[config.mk]
export PLATFORM = sky130hd
export DESIGN_NAME = fetch_sequencer_flat
export DESIGN_NICKNAME = d
export VERILOG_FILES = /design/src/rtl/fetch_pkg.sv /design/src/rtl/fetch_sequencer_if.sv /design/src/rtl/fetch_timeout_counter.sv /design/src/rtl/register.sv /design/src/rtl/fetch_sequencer.sv /design/src/flat_wrapper.sv
export SDC_FILE = /design/constraint.sdc
export NUM_CORES = 1
export LEC_CHECK = 0
export BUFFER_PORTS_ARGS = -buffer_cell sky130_fd_sc_hd__buf_2
export CORE_UTILIZATION = 30
export DETAILED_ROUTE_END_ITERATION = 16
export PLACE_DENSITY_LB_ADDON = 0.25
export SYNTH_ARGS = -nofsm -noshare
export SYNTH_HDL_FRONTEND = slang
export SYNTH_SLANG_ARGS = --single-unit
[constraint.sdc]
create_clock -name clk -period 2.41 [get_ports clk]
set_input_delay 0.1205 -clock clk [delete_from_list [all_inputs] [get_ports clk]]
set_output_delay 0.1205 -clock clk [all_outputs]
set_load 0.05 [all_outputs]
[src/rtl/fetch_pkg.sv]
// Shared types and constants for the instruction fetch/execute sequencer.
package fetch_pkg;

  typedef enum logic [2:0] {
    ST_IDLE,
    ST_REQ,
    ST_WAIT,
    ST_EXEC,
    ST_HALT,
    ST_FAULT
  } fetch_state_t;

  typedef enum logic [1:0] {
    FAULT_NONE            = 2'd0,
    FAULT_FETCH_MISALIGN  = 2'd1,
    FAULT_BRANCH_MISALIGN = 2'd2,
    FAULT_TIMEOUT         = 2'd3
  } fetch_fault_t;

  localparam logic [31:0] HALT_INSTR_DEFAULT = 32'h0010_0073;

  // Counter width able to hold 0..limit, never narrower than one bit.
  function automatic int cnt_width(input int limit);
    return (limit > 0) ? $clog2(limit + 1) : 1;
  endfunction

endpackage

[src/rtl/fetch_sequencer_if.sv]
// Instruction-memory read port: request/ready handshake plus read-data return.
interface fetch_sequencer_if;
  logic        req;
  logic [31:0] addr;
  logic        ready;
  logic        rvalid;
  logic [31:0] rdata;

  modport master (output req, output addr, input ready, input rvalid, input rdata);
  modport slave  (input req, input addr, output ready, output rvalid, output rdata);
endinterface

[src/rtl/fetch_timeout_counter.sv]
// Counts WAIT cycles; terminal fires on the increment that would reach LIMIT.
module fetch_timeout_counter
  import fetch_pkg::*;
#(
  parameter int LIMIT = 255
) (
  input  logic clk,
  input  logic reset,
  input  logic clr,
  input  logic inc,
  output logic terminal
);

  localparam int            CW   = cnt_width(LIMIT);
  localparam logic [CW-1:0] LAST = CW'(LIMIT - 1);

  logic [CW-1:0] cnt;

  always_ff @(posedge clk) begin
    if (reset || clr) cnt <= '0;
    else if (inc)     cnt <= cnt + CW'(1);
  end

  // LIMIT of zero disables the fault; the counter then just free-runs harmlessly.
  assign terminal = (LIMIT != 0) && inc && (cnt == LAST);

endmodule

[src/rtl/register.sv]
// Generic enabled register with synchronous active-high reset.
module Register #(
  parameter int WIDTH = 32
) (
  input  logic             clk,
  input  logic             reset,
  input  logic             en,
  input  logic [WIDTH-1:0] d,
  output logic [WIDTH-1:0] q
);

  always_ff @(posedge clk) begin
    if (reset)   q <= '0;
    else if (en) q <= d;
  end

endmodule

[src/rtl/fetch_sequencer.sv]
// Fetch/execute sequencer: reads imem at pc, hands the word to execute,
// then steps or redirects the PC; detects halt, misalignment and timeout.
module fetch_sequencer
  import fetch_pkg::*;
#(
  parameter int          MEM_TIMEOUT = 255,
  parameter logic [31:0] HALT_INSTR  = HALT_INSTR_DEFAULT
) (
  input  logic                      clk,
  input  logic                      reset,
  input  logic                      run,
  input  logic [31:0]               pc,
  fetch_sequencer_if.master         imem,
  output logic [31:0]               instr,
  output logic                      instr_valid,
  input  logic                      exec_done,
  input  logic                      branch_taken,
  input  logic [31:0]               branch_target,
  output logic                      pc_enable,
  output logic                      jump_en,
  output logic [31:0]               jump_to,
  output logic                      halted,
  output logic                      fault,
  output logic [1:0]                fault_code,
  output logic [31:0]               instret
);

  fetch_state_t state;
  fetch_fault_t fcode;

  logic pc_misalign, br_misalign, is_halt, capture, tmo_hit, retire;

  assign pc_misalign = (pc[1:0] != 2'b00);
  assign br_misalign = branch_taken && (branch_target[1:0] != 2'b00);
  assign is_halt     = (instr == HALT_INSTR);
  assign capture     = (state == ST_WAIT) && imem.rvalid;

  Register #(.WIDTH(32)) u_instr_reg (
    .clk   (clk),
    .reset (reset),
    .en    (capture),
    .d     (imem.rdata),
    .q     (instr)
  );

  fetch_timeout_counter #(.LIMIT(MEM_TIMEOUT)) u_tmo (
    .clk      (clk),
    .reset    (reset),
    .clr      ((state == ST_REQ) && imem.ready),
    .inc      ((state == ST_WAIT) && !imem.rvalid),
    .terminal (tmo_hit)
  );

  // PC controls are combinational so the PC register updates on the very
  // edge that samples exec_done.
  assign retire    = (state == ST_EXEC) && exec_done && !is_halt && !br_misalign;
  assign pc_enable = retire;
  assign jump_en   = retire && branch_taken;
  assign jump_to   = branch_target;
  assign imem.req  = (state == ST_REQ) && !pc_misalign;
  assign imem.addr = pc;
  assign fault_code = fcode;

  always_ff @(posedge clk) begin
    if (reset) begin
      state       <= ST_IDLE;
      instr_valid <= 1'b0;
      halted      <= 1'b0;
      fault       <= 1'b0;
      fcode       <= FAULT_NONE;
      instret     <= '0;
    end else begin
      instr_valid <= 1'b0;
      case (state)
        ST_IDLE: if (run) state <= ST_REQ;
        ST_REQ: begin
          if (pc_misalign) begin
            state <= ST_FAULT;
            fault <= 1'b1;
            fcode <= FAULT_FETCH_MISALIGN;
          end else if (imem.ready) begin
            state <= ST_WAIT;
          end
        end
        ST_WAIT: begin
          // Data arriving on the terminal-count cycle still wins.
          if (imem.rvalid) begin
            state       <= ST_EXEC;
            instr_valid <= 1'b1;
          end else if (tmo_hit) begin
            state <= ST_FAULT;
            fault <= 1'b1;
            fcode <= FAULT_TIMEOUT;
          end
        end
        ST_EXEC: begin
          if (exec_done) begin
            if (is_halt) begin
              state  <= ST_HALT;
              halted <= 1'b1;
            end else if (br_misalign) begin
              state <= ST_FAULT;
              fault <= 1'b1;
              fcode <= FAULT_BRANCH_MISALIGN;
            end else begin
              instret <= instret + 32'd1;
              state   <= run ? ST_REQ : ST_IDLE;
            end
          end
        end
        ST_HALT:  state <= ST_HALT;
        ST_FAULT: state <= ST_FAULT;
        default:  state <= ST_IDLE;
      endcase
    end
  end

endmodule

[src/flat_wrapper.sv]
// flat-port wrapper written by rule: the top's interface ports become plain ports
module fetch_sequencer_flat import fetch_pkg::*;
#(
  parameter int          MEM_TIMEOUT = 255,
  parameter logic [31:0] HALT_INSTR  = HALT_INSTR_DEFAULT
)
  (clk, reset, run, pc, instr, instr_valid, exec_done, branch_taken, branch_target, pc_enable, jump_en, jump_to, halted, fault, fault_code, instret, imem_req, imem_addr, imem_ready, imem_rvalid, imem_rdata);
  fetch_sequencer_if imem_i ();
  input  logic clk;
  input  logic reset;
  input  logic run;
  input  logic [31:0] pc;
  output logic [31:0] instr;
  output logic instr_valid;
  input  logic exec_done;
  input  logic branch_taken;
  input  logic [31:0] branch_target;
  output logic pc_enable;
  output logic jump_en;
  output logic [31:0] jump_to;
  output logic halted;
  output logic fault;
  output logic [1:0] fault_code;
  output logic [31:0] instret;
  output wire logic [$bits(imem_i.req)-1:0] imem_req;
  output wire logic [$bits(imem_i.addr)-1:0] imem_addr;
  input wire logic [$bits(imem_i.ready)-1:0] imem_ready;
  input wire logic [$bits(imem_i.rvalid)-1:0] imem_rvalid;
  input wire logic [$bits(imem_i.rdata)-1:0] imem_rdata;
  assign imem_req = imem_i.req;
  assign imem_addr = imem_i.addr;
  assign imem_i.ready = imem_ready;
  assign imem_i.rvalid = imem_rvalid;
  assign imem_i.rdata = imem_rdata;
  fetch_sequencer #(.MEM_TIMEOUT(MEM_TIMEOUT), .HALT_INSTR(HALT_INSTR)) u_core (.clk(clk), .reset(reset), .run(run), .pc(pc), .imem(imem_i), .instr(instr), .instr_valid(instr_valid), .exec_done(exec_done), .branch_taken(branch_taken), .branch_target(branch_target), .pc_enable(pc_enable), .jump_en(jump_en), .jump_to(jump_to), .halted(halted), .fault(fault), .fault_code(fault_code), .instret(instret));
endmodule
==> run_results.csv <==
group,metric,value,unit
critical_path,timing.rr.start,"u_core.state[1]$_SDFFE_PP0P_",
hold_path,holdPathEnd,"u_core.u_instr_reg.q[22]$_SDFFE_PP0P_",
floorplan,die_area,0.0142,sq mm
power,power_frac_comb,16.0,%
global_routing,grt_max_degree,34,
timing,relSlewSlack,55.1,%
power,switchingPower,1.02,mW
cts,cts_made_buffers,9,
drt,via_per_inst,4.93,
cts,cts_tree,"done",
cts,cts_root_buf,"clkbuf_16",
cts,clk_latency,340,ps
yosys,syn_avg_cell_area,8.36,sq um
critical_path,r2r_cells,5,
floorplan,row_count,42,
drt,remaining_drc_errors,0,
power,total_leakage_power,1.98,nW
yosys,yosysWarnings,0,
yosys,synthMostInstantiatedCell,"dfxtp_1",
drt,antenna_left,0,
power,p_seq_share,41.7,%
critical_path,timing.rr.end,"u_core.instret[30]$_SDFFE_PP0P_",
cts,clock_tree.htree_level_count,3,
global_routing,grt-ovfl-total,0,
global_routing,grt_util_all_layers,14.3,%
timing,tightestPinTransition,673,ps
critical_path,cp.required,2290,ps
timing,maxSlewViolCount,0,
critical_path,r2r_setup_slack,180,ps
yosys,ys_top_cells_by_count,"dfxtp_1, nand2_1, buf_4",
hold_path,hold_depth,3,
yosys,synth_ff_type,"dfxtp_1",
drt,postRouteWirelength,10.3,mm
power,cellPowerDensity,738,mW/mm^2
hold_path,holdCritStartpoint,"imem_rdata[22]",
cells_and_area,final_util,35.9,%
cts,cts_max_path_buffers,2,
critical_path,cp-end-kind,"output pin",
global_routing,antenna_found_initial,0,
timing,rsz0062_at_grt,"no",
drt,dr.pass1.iters,6,
timing,hold_viol_final,0,
timing,setup_violations,0,
yosys,yosys.area.top_type,"dfxtp_1",
yosys,ys_types,58,
timing,fin_setup_tns,0,ps
hold_path,min_path_type,"in2reg",
power,intPower,2.50,mW
floorplan,initial_core_util,30.9,%
job,drv_cap,0,
critical_path,cp_data_arrival_time,2150,ps
timing,period_minus_slack,2270,ps
critical_path,crit_type,"reg2out",
power,p_sw_share,28.9,%
cells_and_area,drive_gt1_share,30.0,%
placed_design,gp_congestion,0.770,
drt,wl_per_cell,14.2,um
yosys,syn_inst,491,
critical_path,startpoint_type,"register",
yosys,synth_area_leaders,"dfxtp_1, buf_4, a21oi_1",
yosys,synth_area,0.00410,sq mm
cells_and_area,layout.nets,651,
power,power_frac_clock,42.3,%
drt,vias,3579,
critical_path,cp_max_fo,18,
power,peakVddDrop,0.321,mV
yosys,ys_seq_elements,80,
cts,hold_buffers,0,
floorplan,dieHeight,119,um
cells_and_area,fill_cells,1380,
floorplan,pin_count,239,
timing,clock.fmax,441,MHz
cts,clk_pin_slew_worst_paths,60,ps
global_routing,grt_first_pass_wirelength,16.0,mm
yosys,syn_nets,597,
floorplan,core-area,0.0133,sq mm
yosys,yosysTopAreaCellShare,39.0,%
cts,clock-sinks,80,
floorplan,die_w,119,um
yosys,seq_area_frac_synth,39.0,%
placed_design,dp_hpwl,7.47,mm
status,outcome,"completed",
drt,first_iter_violations,297,
global_routing,grt_pass1_vias,3250,
yosys,synth_edf_count,0,
cells_and_area,antenna_cells,0,
placed_design,portBuffers,118,
yosys,ys_async_sr_fraction,0,%
timing,skew,10.5,ps
cells_and_area,area_growth,16.3,%
timing,layout_worst_path_cycle_share,94.1,%
## power groups by stage
stage | Sequential, mW | Clock (mW) | Combinational [mW]
after global placement | 1.49 | 0 | 0.560
after detailed placement | 1.49 | 0 | 0.564
after global routing | 1.48 | 1.59 | 0.606
after floorplan | 1.60 | 0 | 0.578
final | 1.47 | 1.49 | 0.565
after CTS | 1.46 | 1.53 | 0.570
## cell usage in the layout, fill, tap and decap left out, drive strengths merged, types with 10 or more instances in the layout
cell type  instances
o21ai             17
o2111ai           10
dfxtp             80
nand2             74
xor2              17
inv               11
a21oi             56
nand3             13
or3               12
nor2              36
nand4             10
buf              130
clkbuf            11
## sequential cells by signal, summed over array words and instances (netlist names)
signal,flops
u_core.fault_code,2
u_core.fault,1
u_core.u_tmo.cnt,8
u_core.state,3
u_core.instret,32
u_core.u_instr_reg.q,32
u_core.halted,1
u_core.instr_valid,1
## what timing repair did
action / CTS / global route
hold endpoints to repair: 0 / 0
pin swaps: 1 / 1
endpoints found under the setup margin: 2 / 2
buffers inserted: 1 / 1
gates resized for setup: 3 / 2
## cell type report
cell class	count	area, sq um	share of cell area [%]
Tap cell	176	220	4.61
Inverter	10	37.5	0.786
Multi-Input combinational cell	314	1910	40.0
Clock buffer	11	243	5.09
Clock inverter	5	78.8	1.65
Timing Repair Buffer	130	681	14.3
Sequential cell	80	1600	33.6
## routing by layer
metal	part of all wire, %	track usage, %	wire (um)
met3	5.1	2.54	519
met5	0	0	0
met4	3.8	9.73	386
met2	47	23.8	4830
met1	44	16.6	4540
## kinds of logic (layout without fill, tap and decap cells)
kind of cell	count (synthesis)	count (layout)	synth area share [%]
simple gates	185	185	24.4
mux	1	1	0.244
fa+ha+maj	3	3	0.915
buf+inv	97	156	15.0
xor+xnor	20	20	4.27
compound gates	105	105	16.2
flops	80	80	39.0
## how the worst max path moves through the flow
stage,endpoint,slack [ps],from,cells after the start
6_report,jump_en,140,u_core.u_instr_reg.q[4]$_SDFFE_PP0P_,7
5_1_grt,jump_en,8,u_core.u_instr_reg.q[4]$_SDFFE_PP0P_,7
4_1_cts,jump_en,7,u_core.u_instr_reg.q[4]$_SDFFE_PP0P_,7
3_5_place_dp,u_core.instret[30]$_SDFFE_PP0P_,200,u_core.state[1]$_SDFFE_PP0P_,5
3_3_place_gp,jump_en,160,u_core.u_instr_reg.q[9]$_SDFFE_PP0P_,6
2_1_floorplan,jump_en,10,u_core.u_instr_reg.q[4]$_SDFFE_PP0P_,5
## worst max-delay path, stage by stage (launching register included)
cell,delay [ps]
dfxtp_1,350
nor4bb_2,350
nand4_2,160
buf_4,240
o211ai_4,240
inv_1,110
and2_1,160
buf_2,200
## per-stage QoR
stage / power (mW) / cell area, sq um / setup slack (ps) / hold slack, ps / instances
detailed placement: 2.06 / 4410 / 204 / 241 / 708
CTS: 3.56 / 4760 / 7.33 / 10.8 / 725
finish: 3.52 / 4770 / 143 / 20.7 / 726
floorplan: 2.18 / 4100 / 14.0 / 257 / 491
global placement: 2.05 / 4410 / 158 / 241 / 708
global route: 3.67 / 4770 / 7.79 / 20.0 / 726
(Power assumes the default switching activity.)
